[config.mk]
export PLATFORM = sky130hd
export DESIGN_NAME = serial_sorter
export DESIGN_NICKNAME = d
export VERILOG_FILES = /design/src/rtl/sort_pkg.sv /design/src/rtl/mag_cmp.sv /design/src/rtl/serial_sorter.sv
export SDC_FILE = /design/constraint.sdc
export NUM_CORES = 1
export LEC_CHECK = 0
export ABC_AREA = 1
export CAP_MARGIN = 20
export CORE_ASPECT_RATIO = 1.2
export CORE_MARGIN = 4
export CORE_UTILIZATION = 50
export DETAILED_ROUTE_END_ITERATION = 7
export PLACE_DENSITY_LB_ADDON = 0.3
export SLEW_MARGIN = 20
export SYNTH_ARGS = -nofsm -noshare
export SYNTH_HDL_FRONTEND = slang
export SYNTH_SLANG_ARGS = --single-unit
[constraint.sdc]
create_clock -name clk -period 5.19 [get_ports clk]
set_clock_uncertainty 0.15 [all_clocks]
set_input_delay 0.7785 -clock clk [delete_from_list [all_inputs] [get_ports clk]]
set_output_delay 0.7785 -clock clk [all_outputs]
set_load 0.05 [all_outputs]
[src/rtl/sort_pkg.sv]
// ---------------------------------------------------------------------------
// sort_pkg
// Shared types and helpers for the serial_sorter block.
//   sort_state_t : sequencer states (LOAD, SORT, DRAIN)
//   idx_width()  : width of the word/compare/pass indices for an N-word block
//   DEF_W/DEF_N  : default word width and block size
// ---------------------------------------------------------------------------
package sort_pkg;

    typedef enum logic [1:0] {
        LOAD  = 2'd0,
        SORT  = 2'd1,
        DRAIN = 2'd2
    } sort_state_t;

    localparam int DEF_W = 4;
    localparam int DEF_N = 4;

    // Index width for a block of n words. Never less than one bit.
    function automatic int idx_width(input int n);
        return (n <= 2) ? 1 : $clog2(n);
    endfunction

endpackage

[src/rtl/mag_cmp.sv]
// ---------------------------------------------------------------------------
// mag_cmp
// Unsigned W-bit magnitude comparator. Exactly one output is high.
//   a, b : operands (unsigned)
//   gt   : a > b
//   eq   : a == b
//   lt   : a < b
// ---------------------------------------------------------------------------
module mag_cmp #(
    parameter int W = 4
) (
    input  logic [W-1:0] a,
    input  logic [W-1:0] b,
    output logic         gt,
    output logic         eq,
    output logic         lt
);

    assign gt = (a > b);
    assign eq = (a == b);
    assign lt = (a < b);

endmodule

[src/rtl/serial_sorter.sv]
// ---------------------------------------------------------------------------
// serial_sorter
// Accepts a block of N unsigned W-bit words, bubble-sorts it in place with a
// single shared comparator (one compare-and-swap per cycle, early exit on a
// pass without swaps) and streams it out smallest first.
//   clk, rst_n          : clock, asynchronous active-low reset
//   in_valid/in_ready   : input handshake, in_data is the word
//   out_valid/out_ready : output handshake, out_data is the word
//   out_last            : final (largest) word of the block
//   busy                : high while sorting or draining
// ---------------------------------------------------------------------------
module serial_sorter
    import sort_pkg::*;
#(
    parameter int W = DEF_W,
    parameter int N = DEF_N
) (
    input  logic         clk,
    input  logic         rst_n,
    input  logic         in_valid,
    output logic         in_ready,
    input  logic [W-1:0] in_data,
    output logic         out_valid,
    input  logic         out_ready,
    output logic [W-1:0] out_data,
    output logic         out_last,
    output logic         busy
);

    localparam int IW = idx_width(N);
    localparam logic [IW-1:0] LAST_IDX = IW'(N - 1);
    localparam logic [IW-1:0] LAST_CMP = IW'(N - 2);
    localparam logic [IW-1:0] ONE      = IW'(1);

    sort_state_t   state, state_nxt;
    logic [IW-1:0] wr_idx, rd_idx, cmp_idx, pass;
    logic          swapped;
    logic [W-1:0]  word_buf [N];

    logic [IW-1:0] cmp_idx_p1;
    logic [W-1:0]  left, right;
    logic          gt, eq, lt;
    logic          unused_cmp;
    logic          pass_end, swapped_any;
    logic          in_fire, out_fire;

    // cmp_idx never exceeds N-2, so cmp_idx+1 always lands inside the buffer.
    assign cmp_idx_p1 = cmp_idx + ONE;
    assign left       = word_buf[cmp_idx];
    assign right      = word_buf[cmp_idx_p1];
    assign unused_cmp = eq ^ lt;

    mag_cmp #(.W(W)) u_cmp (
        .a  (left),
        .b  (right),
        .gt (gt),
        .eq (eq),
        .lt (lt)
    );

    always_ff @(posedge clk or negedge rst_n) begin
        if (!rst_n) begin
            state <= LOAD;
        end else begin
            state <= state_nxt;
        end
    end

    // Outputs depend only on registered state and indices; the handshake
    // inputs only feed the fire strobes and next-state terms.
    always_comb begin
        state_nxt   = state;
        in_ready    = 1'b0;
        out_valid   = 1'b0;
        out_last    = 1'b0;
        out_data    = '0;
        busy        = 1'b0;
        in_fire     = 1'b0;
        out_fire    = 1'b0;
        pass_end    = (cmp_idx == LAST_CMP);
        // Early exit must see this cycle's swap, not just earlier ones.
        swapped_any = swapped | gt;
        case (state)
            LOAD: begin
                in_ready = 1'b1;
                in_fire  = in_valid;
                if (in_valid && (wr_idx == LAST_IDX)) begin
                    state_nxt = SORT;
                end
            end
            SORT: begin
                busy = 1'b1;
                if (pass_end && (!swapped_any || (pass == LAST_CMP))) begin
                    state_nxt = DRAIN;
                end
            end
            DRAIN: begin
                busy      = 1'b1;
                out_valid = 1'b1;
                out_data  = word_buf[rd_idx];
                out_last  = (rd_idx == LAST_IDX);
                out_fire  = out_ready;
                if (out_ready && (rd_idx == LAST_IDX)) begin
                    state_nxt = LOAD;
                end
            end
            default: state_nxt = LOAD;
        endcase
    end

    always_ff @(posedge clk or negedge rst_n) begin
        if (!rst_n) begin
            wr_idx  <= '0;
            rd_idx  <= '0;
            cmp_idx <= '0;
            pass    <= '0;
            swapped <= 1'b0;
            for (int i = 0; i < N; i++) begin
                word_buf[i] <= '0;
            end
        end else begin
            case (state)
                LOAD: begin
                    if (in_fire) begin
                        word_buf[wr_idx] <= in_data;
                        if (wr_idx == LAST_IDX) begin
                            wr_idx  <= '0;
                            cmp_idx <= '0;
                            pass    <= '0;
                            swapped <= 1'b0;
                        end else begin
                            wr_idx <= wr_idx + ONE;
                        end
                    end
                end
                SORT: begin
                    // Strictly-greater swap keeps equal words in order.
                    if (gt) begin
                        word_buf[cmp_idx]    <= right;
                        word_buf[cmp_idx_p1] <= left;
                    end
                    if (!pass_end) begin
                        cmp_idx <= cmp_idx + ONE;
                        swapped <= swapped_any;
                    end else if (state_nxt == SORT) begin
                        pass    <= pass + ONE;
                        cmp_idx <= '0;
                        swapped <= 1'b0;
                    end
                end
                DRAIN: begin
                    if (out_fire) begin
                        rd_idx <= (rd_idx == LAST_IDX) ? '0 : rd_idx + ONE;
                    end
                end
                default: ;
            endcase
        end
    end

endmodule

==> qor.csv <==
stage,metric,value,unit
clocking,cts_resized,0,
placed_design,dp_slack,2.041,ns
synthesis,syn_inst,337,
synthesis,synth_common_cells,"86 x nand2_1, 54 x inv_1, 34 x o21ai_1",
synthesis,synth_seq_area_share,29.13,%
clocking,cts_buffers,3,
detailed_routing,num_vias,2268,
global_route,grt_max_degree,38,
pwr,power_leakage,0.001186,µW
detailed_routing,wl_met2,2977,µm
placed_design,globalplace.congestion,0.9949,
layout,fillers,439,
detailed_routing,top_layer_used,met4,
synthesis,syn_area_per_cell,6.883,µm²
clocking,cts_hold_repair.buffers,0,
timing,drv_slew,0,
setup_path,crit_path_frequent_cell,a21oi_1,
job,maxCapViolCount,0,
timing,setup_viol,0,
synthesis,synth_top_area_share,29.13,%
global_route,grt_pass1_vias,2213,
timing,period_needed,3.242,ns
setup_path,crit_arrival,2.31,ns
layout,area_growth,9.331,%
timing,layout_setup_ws,1.948,ns
floorplan,die_w,70.18,µm
synthesis,yosysMostFrequentCell,nand2_1,
outcome,status,"complete, no violations",
floorplan,design.core.area,4359,µm²
layout,layout-drive-gt1-share,7.714,%
synthesis,yosys_warnings,0,
layout,final_cells,406,
pwr,peakVddDrop,0.3619,mV
clocking,clock_latency,0.28,ns
detailed_routing,drc_errors,0,
timing,worst_pin_slew,0.4937,ns
global_route,antenna_found_initial,0,
setup_path,path_cells,inv_1 > a21oi_1 > o21ai_0 > a21oi_1 > clkdlybuf4s50_1,
floorplan,fp-row-count,26,
clocking,clk_pin_slew_worst_paths,0.10,ns
layout,n_antenna_cell,0,
setup_path,critical_path_required,4.26,ns
synthesis,synth_area_leaders,"dfrtp_1 29%, nand2_1 14%, ha_1 11%",
detailed_routing,vias_per_cell,5.586,
synthesis,async_flop_share,100.0,%
hold_path,hp-class,reg -> reg,
detailed_routing,ant_nets,0,
synthesis,synth-edff-count,0,
synthesis,yosysUniqueCellTypes,26,
placed_design,dp_hpwl,4721,µm
setup_path,crit_path_start_kind,flip-flop,
setup_path,crit_type,reg -> out,
clocking,clock_path_buffers,2,
clocking,cts_tree,yes,
global_route,grt_pass1_wl,10380,µm
setup_path,critPathMaxStageDelay,0.82,ns
global_route,gr-usage-all-layers,22.77,%
timing,setup_tns,0,ns
synthesis,syn-cell-area,2320,µm²
timing,final_min_period_over_clock_period,62.46,%
floorplan,die_area,5798,µm²
detailed_routing,wl_met3,283,µm
pwr,power_density,731.8,nW/µm²
synthesis,synth_fp_nets,365,
layout,fin_util,58.18,%
detailed_routing,wl_per_cell,14.89,µm
placed_design,port_buffers,15,
detailed_routing,met1_length,2549,µm
timing,hold_violations,0,
clocking,post_cts_buffers,0,
global_route,grt-ovfl-total,0,
detailed_routing,drt_wl_total,6045,µm
clocking,htreeDepth,1,
timing,max_freq,308.5,MHz
layout,nets,379,
floorplan,die_h,82.62,µm
setup_path,crit_fanout,11,
placed_design,dp_cells,402,
timing,rsz0062_at_grt,false,
setup_path,crit_slowest_cell,clkdlybuf4s50_1,
clocking,root_buffer,clkbuf_8,
timing,slew_headroom,66.98,%
synthesis,synth-main-ff-cell,dfrtp_1,
clocking,cts.sinks,27,
detailed_routing,drt-pass1-iter-count,4,
setup_path,critPathCaptureType,output pin,
detailed_routing,drtIter0Drc,221,
floorplan,io_pins,16,
pwr,power,1856,µW
floorplan,start_util,53.21,%
synthesis,ys_ff_latch,27,
synthesis,yosysTopAreaCell,dfrtp_1,
## layer usage
metal,vias to the layer above,track usage (%)
met5,-,0
met4,0,12.64
met3,20,2.179
met2,76,40.26
met1,1038,27.43
li1,1134,-
## final cells by class
cell class	count	area [µm²]	area share, %
clock buffer	3	41.29	1.628
clock inverter	1	7.507	0.2960
inverter	55	206.4	8.140
multi-input combinational	246	1363	53.72
sequential	27	675.6	26.64
tap	56	70.07	2.763
timing repair buffer	18	172.7	6.808
## power breakdown
group | switching, µW | internal [µW]
sequential | 81.8 | 297
combinational | 906 | 444
clock | 72.8 | 54.7
total | 1060 | 796
## critical path, delay by kind of cell, from the launching register on
family	cells	cell delay (ns)
AO/OA/AOI/OAI	3	0.47
buffers and inverters	2	1.03
flip-flops	1	0.53
## kinds of logic after synthesis
group	share of synthesized area [%]
AOI/OAI and AO/OA	27.99
and+or+nand+nor	19.96
buffers and inverters	12.14
DFF	29.13
adders and majority gates	10.79
## flip-flops by register name, indices dropped and copies added, names as in the netlist
name      count
wr_idx        2
pass          2
rd_idx        2
word_buf     16
cmp_idx       2
swapped       1
state         2
## placed cells by master (no fill, tap or decap), types with 3 or more instances in the layout
cell type and n:
nand2_1 86, inv_1 54, o21ai_1 34, a21oi_1 33, dfrtp_1 27, o21ai_0 23
ha_1 20, o22ai_1 15, clkdlybuf4s50_1 15, nand2_2 9, nand3_1 7, nor2_1 7
a21oi_2 4, clkbuf_8 3, buf_4 3
## through the flow
| stage | hold slack (ns) | instance area (µm²) |
|---|---|---|
| floorplan | 0.2919 | 2320 |
| global placement | 0.3081 | 2487 |
| detailed placement | 0.3316 | 2487 |
| CTS | 0.3576 | 2536 |
| global route | 0.3872 | 2536 |
| finish | 0.3518 | 2536 |
## worst paths after layout
check	start	to	slack, ns	cells past startpoint
max	rd_idx[0]	out_data[3]	1.95	5
min	pass[0]	pass[0]	0.35	2
max reg2reg	cmp_idx[0]	swapped	2.00	23
min reg2reg	pass[0]	pass[0]	0.35	2
max in group asynchronous	rst_n	state[1]	3.90	2
min in group asynchronous	rst_n	pass[0]	0.72	2
Power figures use the tool's default switching activity.
